`src/rtl/analyzer_pkg.sv`:
```
// Shared types and helpers for the trace-buffer capture/readback pair.
package analyzer_pkg;

  localparam int unsigned ADDR_W_DEF = 25;
  localparam int unsigned DATA_W_DEF = 32;

  typedef enum logic [1:0] {
    IDLE     = 2'd0,
    PRETRIG  = 2'd1,
    POSTTRIG = 2'd2
  } cap_state_e;

  // Increment a sample number modulo 2^aw (aw <= 32).
  function automatic logic [31:0] wrap_inc(input logic [31:0] v, input int unsigned aw);
    logic [31:0] mask;
    mask = (aw >= 32) ? 32'hFFFF_FFFF : ((32'd1 << aw) - 32'd1);
    return (v + 32'd1) & mask;
  endfunction

endpackage

```
`src/rtl/analyzer_capture_fsm_if.sv`:
```
// Trace RAM write port: capture side drives the request, RAM side grants it.
interface analyzer_capture_fsm_if
  import analyzer_pkg::*;
#(
  parameter int unsigned DATA_W = DATA_W_DEF
);
  logic              write_req;
  logic [31:0]       writeSampleNumber;
  logic [DATA_W-1:0] write_data;
  logic              write_allowed;

  modport master (output write_req, writeSampleNumber, write_data, input write_allowed);
  modport slave  (input write_req, writeSampleNumber, write_data, output write_allowed);
endinterface

```
`src/rtl/analyzer_write_slot.sv`:
```
// Single-entry output register toward the trace RAM with sticky overrun detection.
module analyzer_write_slot
  import analyzer_pkg::*;
#(
  parameter int unsigned ADDR_W = ADDR_W_DEF,
  parameter int unsigned DATA_W = DATA_W_DEF
) (
  input  logic              clk,
  input  logic              reset,
  input  logic              active,
  input  logic              flush,
  input  logic              clr_overrun,
  input  logic              sample_valid,
  input  logic [DATA_W-1:0] sample_data,
  input  logic [ADDR_W-1:0] load_addr,
  input  logic              load_tag,
  input  logic              write_allowed,
  output logic              load_c,
  output logic              done_c,
  output logic              write_req,
  output logic [ADDR_W-1:0] write_addr,
  output logic [DATA_W-1:0] write_data,
  output logic              write_tag,
  output logic              overrun
);

  logic              req_q, req_d;
  logic [ADDR_W-1:0] addr_q, addr_d;
  logic [DATA_W-1:0] data_q, data_d;
  logic              tag_q, tag_d;
  logic              ovr_q, ovr_d;
  logic              drop_c;

  // A slot that completes this cycle counts as free, giving back-to-back writes.
  always_comb begin
    req_d  = req_q;
    addr_d = addr_q;
    data_d = data_q;
    tag_d  = tag_q;
    done_c = req_q && write_allowed;
    load_c = active && sample_valid && (!req_q || done_c);
    drop_c = active && !flush && sample_valid && req_q && !write_allowed;
    if (done_c) req_d = 1'b0;
    if (load_c) begin
      req_d  = 1'b1;
      addr_d = load_addr;
      data_d = sample_data;
      tag_d  = load_tag;
    end
    if (flush) req_d = 1'b0;
    ovr_d = clr_overrun ? 1'b0 : (ovr_q | drop_c);
  end

  always_ff @(posedge clk) begin
    if (reset) begin
      req_q  <= 1'b0;
      addr_q <= '0;
      data_q <= '0;
      tag_q  <= 1'b0;
      ovr_q  <= 1'b0;
    end else begin
      req_q  <= req_d;
      addr_q <= addr_d;
      data_q <= data_d;
      tag_q  <= tag_d;
      ovr_q  <= ovr_d;
    end
  end

  assign write_req  = req_q;
  assign write_addr = addr_q;
  assign write_data = data_q;
  assign write_tag  = tag_q;
  assign overrun    = ovr_q;

endmodule

```
`src/rtl/analyzer_capture_fsm.sv`:
```
// Trace capture FSM: streams samples into a circular RAM around a trigger and
// publishes the inclusive stored-sample window for readback.
module analyzer_capture_fsm
  import analyzer_pkg::*;
#(
  parameter int unsigned ADDR_W = ADDR_W_DEF,
  parameter int unsigned DATA_W = DATA_W_DEF
) (
  input  logic                   clk,
  input  logic                   reset,
  input  logic                   arm,
  input  logic                   abort,
  input  logic                   trigger,
  input  logic                   sample_valid,
  input  logic [DATA_W-1:0]      sample_data,
  input  logic [31:0]            post_trigger_count,
  analyzer_capture_fsm_if.master wr,
  output logic                   idle,
  output logic                   triggered,
  output logic                   overrun,
  output logic                   capture_valid,
  output logic [31:0]            sampleNumber_Begin,
  output logic [31:0]            sampleNumber_End
);

  localparam int unsigned FILL_W = ADDR_W + 1;

  cap_state_e        state_q, state_d;
  logic [ADDR_W-1:0] wr_ptr_q, wr_ptr_d;
  logic [FILL_W-1:0] fill_q, fill_d;
  logic [31:0]       post_q, post_d;
  logic              pend_trig_q, pend_trig_d;
  logic              triggered_q, triggered_d;
  logic              cv_q, cv_d;
  logic              idle_q, idle_d;
  logic [ADDR_W-1:0] begin_q, begin_d;
  logic [ADDR_W-1:0] end_q, end_d;

  logic              active_c, flush_c, clr_ovr_c, finish_c;
  logic [ADDR_W-1:0] load_addr_c;
  logic              load_tag_c;
  logic              load_c, done_c;
  logic              slot_req, slot_tag, slot_ovr;
  logic [ADDR_W-1:0] slot_addr;
  logic [DATA_W-1:0] slot_data;

  function automatic logic [ADDR_W-1:0] ptr_inc(input logic [ADDR_W-1:0] p);
    return ADDR_W'(wrap_inc(32'(p), ADDR_W));
  endfunction

  analyzer_write_slot #(.ADDR_W(ADDR_W), .DATA_W(DATA_W)) u_slot (
    .clk          (clk),
    .reset        (reset),
    .active       (active_c),
    .flush        (flush_c),
    .clr_overrun  (clr_ovr_c),
    .sample_valid (sample_valid),
    .sample_data  (sample_data),
    .load_addr    (load_addr_c),
    .load_tag     (load_tag_c),
    .write_allowed(wr.write_allowed),
    .load_c       (load_c),
    .done_c       (done_c),
    .write_req    (slot_req),
    .write_addr   (slot_addr),
    .write_data   (slot_data),
    .write_tag    (slot_tag),
    .overrun      (slot_ovr)
  );

  always_comb begin
    state_d     = state_q;
    wr_ptr_d    = wr_ptr_q;
    fill_d      = fill_q;
    post_d      = post_q;
    pend_trig_d = pend_trig_q;
    triggered_d = triggered_q;
    cv_d        = cv_q;
    begin_d     = begin_q;
    end_d       = end_q;
    flush_c     = 1'b0;
    clr_ovr_c   = 1'b0;
    finish_c    = 1'b0;
    active_c    = (state_q != IDLE);
    // A reload in the completion cycle takes the address after the one retiring.
    load_addr_c = done_c ? ptr_inc(wr_ptr_q) : wr_ptr_q;
    load_tag_c  = (state_q == PRETRIG) && (trigger || pend_trig_q);

    if (done_c) begin
      wr_ptr_d = ptr_inc(wr_ptr_q);
      if (!fill_q[ADDR_W]) fill_d = fill_q + FILL_W'(1);
    end
    if (load_tag_c) pend_trig_d = !load_c;

    unique case (state_q)
      IDLE: begin
        if (arm) begin
          state_d     = PRETRIG;
          wr_ptr_d    = '0;
          fill_d      = '0;
          post_d      = post_trigger_count;
          clr_ovr_c   = 1'b1;
          triggered_d = 1'b0;
          pend_trig_d = 1'b0;
          cv_d        = 1'b0;
        end
      end
      PRETRIG: begin
        if (done_c && slot_tag) begin
          triggered_d = 1'b1;
          if (post_q == 32'd0) finish_c = 1'b1;
          else                 state_d  = POSTTRIG;
        end
      end
      POSTTRIG: begin
        if (done_c) begin
          post_d = post_q - 32'd1;
          if (post_q <= 32'd1) finish_c = 1'b1;
        end
      end
      default: state_d = IDLE;
    endcase

    // Window is inclusive; a full buffer starts just after the newest sample.
    if (finish_c) begin
      state_d = IDLE;
      flush_c = 1'b1;
      cv_d    = 1'b1;
      end_d   = slot_addr;
      begin_d = fill_d[ADDR_W] ? ptr_inc(slot_addr) : '0;
    end
    if (abort) begin
      state_d = IDLE;
      flush_c = 1'b1;
      cv_d    = 1'b0;
      begin_d = begin_q;
      end_d   = end_q;
    end
    idle_d = (state_d == IDLE);
  end

  always_ff @(posedge clk) begin
    if (reset) begin
      state_q     <= IDLE;
      wr_ptr_q    <= '0;
      fill_q      <= '0;
      post_q      <= '0;
      pend_trig_q <= 1'b0;
      triggered_q <= 1'b0;
      cv_q        <= 1'b0;
      idle_q      <= 1'b1;
      begin_q     <= '0;
      end_q       <= '0;
    end else begin
      state_q     <= state_d;
      wr_ptr_q    <= wr_ptr_d;
      fill_q      <= fill_d;
      post_q      <= post_d;
      pend_trig_q <= pend_trig_d;
      triggered_q <= triggered_d;
      cv_q        <= cv_d;
      idle_q      <= idle_d;
      begin_q     <= begin_d;
      end_q       <= end_d;
    end
  end

  assign wr.write_req         = slot_req;
  assign wr.writeSampleNumber = 32'(slot_addr);
  assign wr.write_data        = slot_data;
  assign idle                 = idle_q;
  assign triggered            = triggered_q;
  assign overrun              = slot_ovr;
  assign capture_valid        = cv_q;
  assign sampleNumber_Begin   = 32'(begin_q);
  assign sampleNumber_End     = 32'(end_q);

endmodule

```
`src/flat_wrapper.sv`:
```
// flat-port wrapper written by rule: the top's interface ports become plain ports
module analyzer_capture_fsm_flat import analyzer_pkg::*;
#(
  parameter int unsigned ADDR_W = ADDR_W_DEF,
  parameter int unsigned DATA_W = DATA_W_DEF
)
  (clk, reset, arm, abort, trigger, sample_valid, sample_data, post_trigger_count, idle, triggered, overrun, capture_valid, sampleNumber_Begin, sampleNumber_End, wr_write_req, wr_writeSampleNumber, wr_write_data, wr_write_allowed);
  analyzer_capture_fsm_if #(.DATA_W(DATA_W)) wr_i ();
  input  logic clk;
  input  logic reset;
  input  logic arm;
  input  logic abort;
  input  logic trigger;
  input  logic sample_valid;
  input  logic [DATA_W-1:0] sample_data;
  input  logic [31:0] post_trigger_count;
  output logic idle;
  output logic triggered;
  output logic overrun;
  output logic capture_valid;
  output logic [31:0] sampleNumber_Begin;
  output logic [31:0] sampleNumber_End;
  output wire logic [$bits(wr_i.write_req)-1:0] wr_write_req;
  output wire logic [$bits(wr_i.writeSampleNumber)-1:0] wr_writeSampleNumber;
  output wire logic [$bits(wr_i.write_data)-1:0] wr_write_data;
  input wire logic [$bits(wr_i.write_allowed)-1:0] wr_write_allowed;
  assign wr_write_req = wr_i.write_req;
  assign wr_writeSampleNumber = wr_i.writeSampleNumber;
  assign wr_write_data = wr_i.write_data;
  assign wr_i.write_allowed = wr_write_allowed;
  analyzer_capture_fsm #(.ADDR_W(ADDR_W), .DATA_W(DATA_W)) u_core (.clk(clk), .reset(reset), .arm(arm), .abort(abort), .trigger(trigger), .sample_valid(sample_valid), .sample_data(sample_data), .post_trigger_count(post_trigger_count), .wr(wr_i), .idle(idle), .triggered(triggered), .overrun(overrun), .capture_valid(capture_valid), .sampleNumber_Begin(sampleNumber_Begin), .sampleNumber_End(sampleNumber_End));
endmodule
```
`config.mk`:
```
export PLATFORM = sky130hd
export DESIGN_NAME = analyzer_capture_fsm_flat
export DESIGN_NICKNAME = d
export VERILOG_FILES = /design/src/rtl/analyzer_pkg.sv /design/src/rtl/analyzer_capture_fsm_if.sv /design/src/rtl/analyzer_write_slot.sv /design/src/rtl/analyzer_capture_fsm.sv /design/src/flat_wrapper.sv
export SDC_FILE = /design/constraint.sdc
export NUM_CORES = 1
export LEC_CHECK = 0
export CELL_PAD_IN_SITES_DETAIL_PLACEMENT = 2
export CELL_PAD_IN_SITES_GLOBAL_PLACEMENT = 2
export CORE_MARGIN = 1
export CORE_UTILIZATION = 31
export CTS_BUF_LIST = sky130_fd_sc_hd__clkbuf_8
export CTS_CLUSTER_SIZE = 25
export DETAILED_ROUTE_END_ITERATION = 12
export PLACE_DENSITY_LB_ADDON = 0.1
export SYNTH_ARGS = -nofsm -noshare
export SYNTH_HDL_FRONTEND = slang
export SYNTH_SLANG_ARGS = --single-unit
```
`constraint.sdc`:
```
create_clock -name clk -period 2.66 [get_ports clk]
set_clock_uncertainty 0.05 [all_clocks]
set_input_delay 0.798 -clock clk [delete_from_list [all_inputs] [get_ports clk]]
set_output_delay 0.798 -clock clk [all_outputs]
set_load 0.03 [all_outputs]
```
==> results by group <==
Outcome
  • Run status: completed

Setup path
  • Startpoint class of the critical path: flip-flop
  • Critical Path, Cell by Cell: clkdlybuf4s50_1
  • Critical Path RT: 1810 ps
  • Worst-path fanout max: 6
  • WS Path Type: flip-flop to primary output
  • CP max stage delay: 730 ps
  • CP bufs+invs: 1
  • Critical Path End Type: primary output
  • Worst EP arrival: 1720 ps
  • Delay-heaviest family, CP: buffers and inverters
  • Slowest cell on crit path: clkdlybuf4s50_1

Clock tree
  • H-tree levels: 4
  • Maximum clock path buffer count: 2
  • CTS Root Cell: clkbuf_8
  • CTS tree: yes
  • CTS Buf Count: 17
  • Clock latency on the worst-skew pair: 490 ps
  • Hold buffer count at cts: 0
  • Sink Count: 199
  • Setup Buffers After CTS: 0
  • Worst-path clk slew: 120 ps

Global routing
  • Total GRT Usage: 0.1994
  • Aggregate global routing overflow: 0
  • Vias in the first global route: 8998
  • Initial antenna violation count: 0
  • Global-route wire length before repair: 48.51 mm
  • Largest net degree at the start of global routing: 60

Synth
  • Largest family of logic cells by synthesized area: simple AND/OR/NAND/NOR gates
  • Post-Synth Adder-Cell Area: 0.01504
  • Seq/Total Area, Yosys: 0.4354
  • Mux share of post-synthesis cell area: 0.03090
  • Fraction of synthesized cell area taken by the top area cell type: 0.4354
  • Synth Flop Type: dfxtp_1
  • Post-Syn Area: 0.009150 sq mm
  • Synthesized area per cell: 8.512 sq um
  • Synth cell types: 69
  • Ranking of synthesized cells by area: dfxtp_1, nor2_1, nand2_1, xor2_1, a21oi_1
  • Seq cells post-synth: 199
  • Post-Synth XOR/XNOR Area: 0.06509
  • Synth Area in Simple Gates: 0.2419
  • Area leader, netlist: dfxtp_1
  • Number of synthesized flops with an enable pin: 0
  • Post-synth ARST share: 0
  • Compound-Gate Fraction of Synth Area: 0.1583
  • Synth warn: 0
  • Post-Synthesis Cells: 1075

Die
  • Core area: 0.02886 sq mm
  • Die width: 173.8 um
  • Die ar.: 0.03021 sq mm
  • Initial core utilization: 0.3171
  • Cell Rows: 62
  • Die Y-Extent: 173.8 um
  • Top-level I/O count: 204

Timing
  • Minimum clock period: 2563 ps
  • RSZ-0062 raised after global routing: no
  • Max-slew violations: 0
  • Fin worst setup slack: 96.92 ps
  • Period utilisation layout: 0.9636
  • Max-slew headroom: 0.5986
  • Number of setup violations in the final report: 0
  • Fmax: 0.3902 GHz
  • Fin. Hold Viols: 0
  • Worst Tran Pin Value: 597.1 ps

Flow run
  • Max-Cap Viols: 0

Power
  • Clock Power Share: 0.335
  • Gate power share: 0.133
  • Part of the power in registers: 0.532
  • Switching Fraction: 0.3066
  • VDD IR max: 0.3917 mV
  • Cell internal pwr: 4.092 mW
  • Psw: 1.810 mW
  • Pwr Density: 486.9 mW/mm^2
  • Leakage: 4.452 nW

Route
  • DR pass1 iterations: 4
  • Routed via count: 8535
  • DR vias/cell: 5.096
  • Iter 0 DRT Violations: 291
  • Routed WL per cell: 17.79 um
  • Met2 wire len: 14.36 mm
  • Antenna Nets Post-Route: 0
  • Residual DRC: 0
  • Drt total wl: 29.79 mm
  • Met1 WL: 14.21 mm
  • Wire length on met3: 780 um
  • DR top layer: met4

Finish
  • Layout cell share with drive strength beyond 1: 0.1084
  • Fin nets: 1360
  • Post-Layout Cell Count: 1675
  • Ant. Diodes: 0
  • Area Growth Syn to Fin: 32.48%
  • Most frequent cells in the layout: dfxtp_1, clkdlybuf4s50_1, nor2_1
  • Commonest non-fill, non-tap cell in the layout: dfxtp_1

Placement
  • Pre-CTS WS: -368.3 ps
  • Inst Count DP: 1643
  • Port bufs: 182
  • Post-DP HPWL: 22.44 mm
  • Final GP Congestion: 0.7559

Min path
  • Worst Hold Class: flip-flop to flip-flop
## cell families (layout without fill, tap and decap cells)
group / count (synthesis) / after routing
AO/OA/AOI/OAI: 217 / 217
XOR/XNOR: 68 / 68
adder cells (fa/ha/maj): 11 / 11
buffers and inverters: 97 / 293
flip-flops: 199 / 199
multiplexers: 28 / 28
other: 1 / 21
AND/OR/NAND/NOR: 454 / 454
## sequential cells by signal (all words and copies together) (netlist names)
signal / count
u_core.u_slot.write_data: 32
u_core.u_slot.overrun: 1
u_core.triggered: 1
u_core.wr_ptr_q: 25
u_core.idle: 1
u_core.u_slot.write_addr: 25
u_core.state_q: 2
u_core.end_q: 25
u_core.u_slot.write_req: 1
u_core.capture_valid: 1
u_core.post_q: 32
u_core.pend_trig_q: 1
u_core.fill_q: 26
u_core.u_slot.write_tag: 1
u_core.begin_q: 25
## metal layers
metal / track usage / vias up
met5: 0 / -
met4: 0.05300 / 0
met3: 0.02982 / 32
met2: 0.3395 / 141
met1: 0.2616 / 4208
li1: - / 4154
## power by group through the flow
stage,logic (mW),clock network [mW],registers (mW)
global placement,0.779,0,3.20
finish,0.786,1.98,3.14
detailed placement,0.791,0,3.21
floorplan,0.390,0,3.23
CTS,0.796,2.07,3.14
global route,0.853,2.17,3.15
## metrics by stage
step / TNS [ps] / cell area, sq um / hold slack [ps] / util / power, mW
floorplan: 0 / 9225 / 404.1 / - / 3.621
global placement: -14910 / 11720 / 387.8 / 0.4062 / 3.981
detailed placement: -21600 / 11720 / 392.9 / 0.4062 / 3.997
CTS: 0 / 12110 / 417.8 / 0.4198 / 6.001
global route: 0 / 12120 / 434.3 / 0.4200 / 6.173
finish: 0 / 12120 / 415.2 / 0.4200 / 5.902
## timing repair
action	CTS	global route
endpoints found under the setup margin	2	3
resized for setup	2	3
pin swaps	0	0
hold endpoints to repair	0	0
## Yosys cell counts (all sizes together) (4+ instances only)
cell	number
a211oi	42
a21o	5
a21oi	65
a221oi	4
a22oi	5
a31oi	5
and3	22
and4	16
buf	37
clkbuf	48
dfxtp	199
ha	11
inv	11
mux2i	26
nand2	138
nand2b	6
nand3	35
nand4	31
nor2	139
nor2b	6
nor3	14
nor4	11
o21ai	47
o22ai	6
o2bb2ai	4
o31ai	8
o32ai	6
or3	12
or4	6
xnor2	23
xor2	45
## cell type report
type                    instances  area [sq um]
fillers                      3303         16740
multi-input cells             799          4790
flip-flops and latches        199          3985
repair buffers                249          2429
well taps                     384         480.5
clock buffers                  17         234.0
clock inverters                15         158.9
inverters                      12         45.04
## worst paths after layout
kind | cells past startpoint | endpoint | slack [ps] | startpoint
min reg2reg | 2 | u_core.u_slot.write_data[9] | 420 | u_core.u_slot.write_data[9]
max | 1 | wr_writeSampleNumber[1] | 100 | u_core.u_slot.write_addr[1]
max reg2reg | 5 | u_core.begin_q[24] | 180 | u_core.post_q[16]
min | 2 | u_core.u_slot.write_data[9] | 420 | u_core.u_slot.write_data[9]
(Power assumes the default switching activity.)
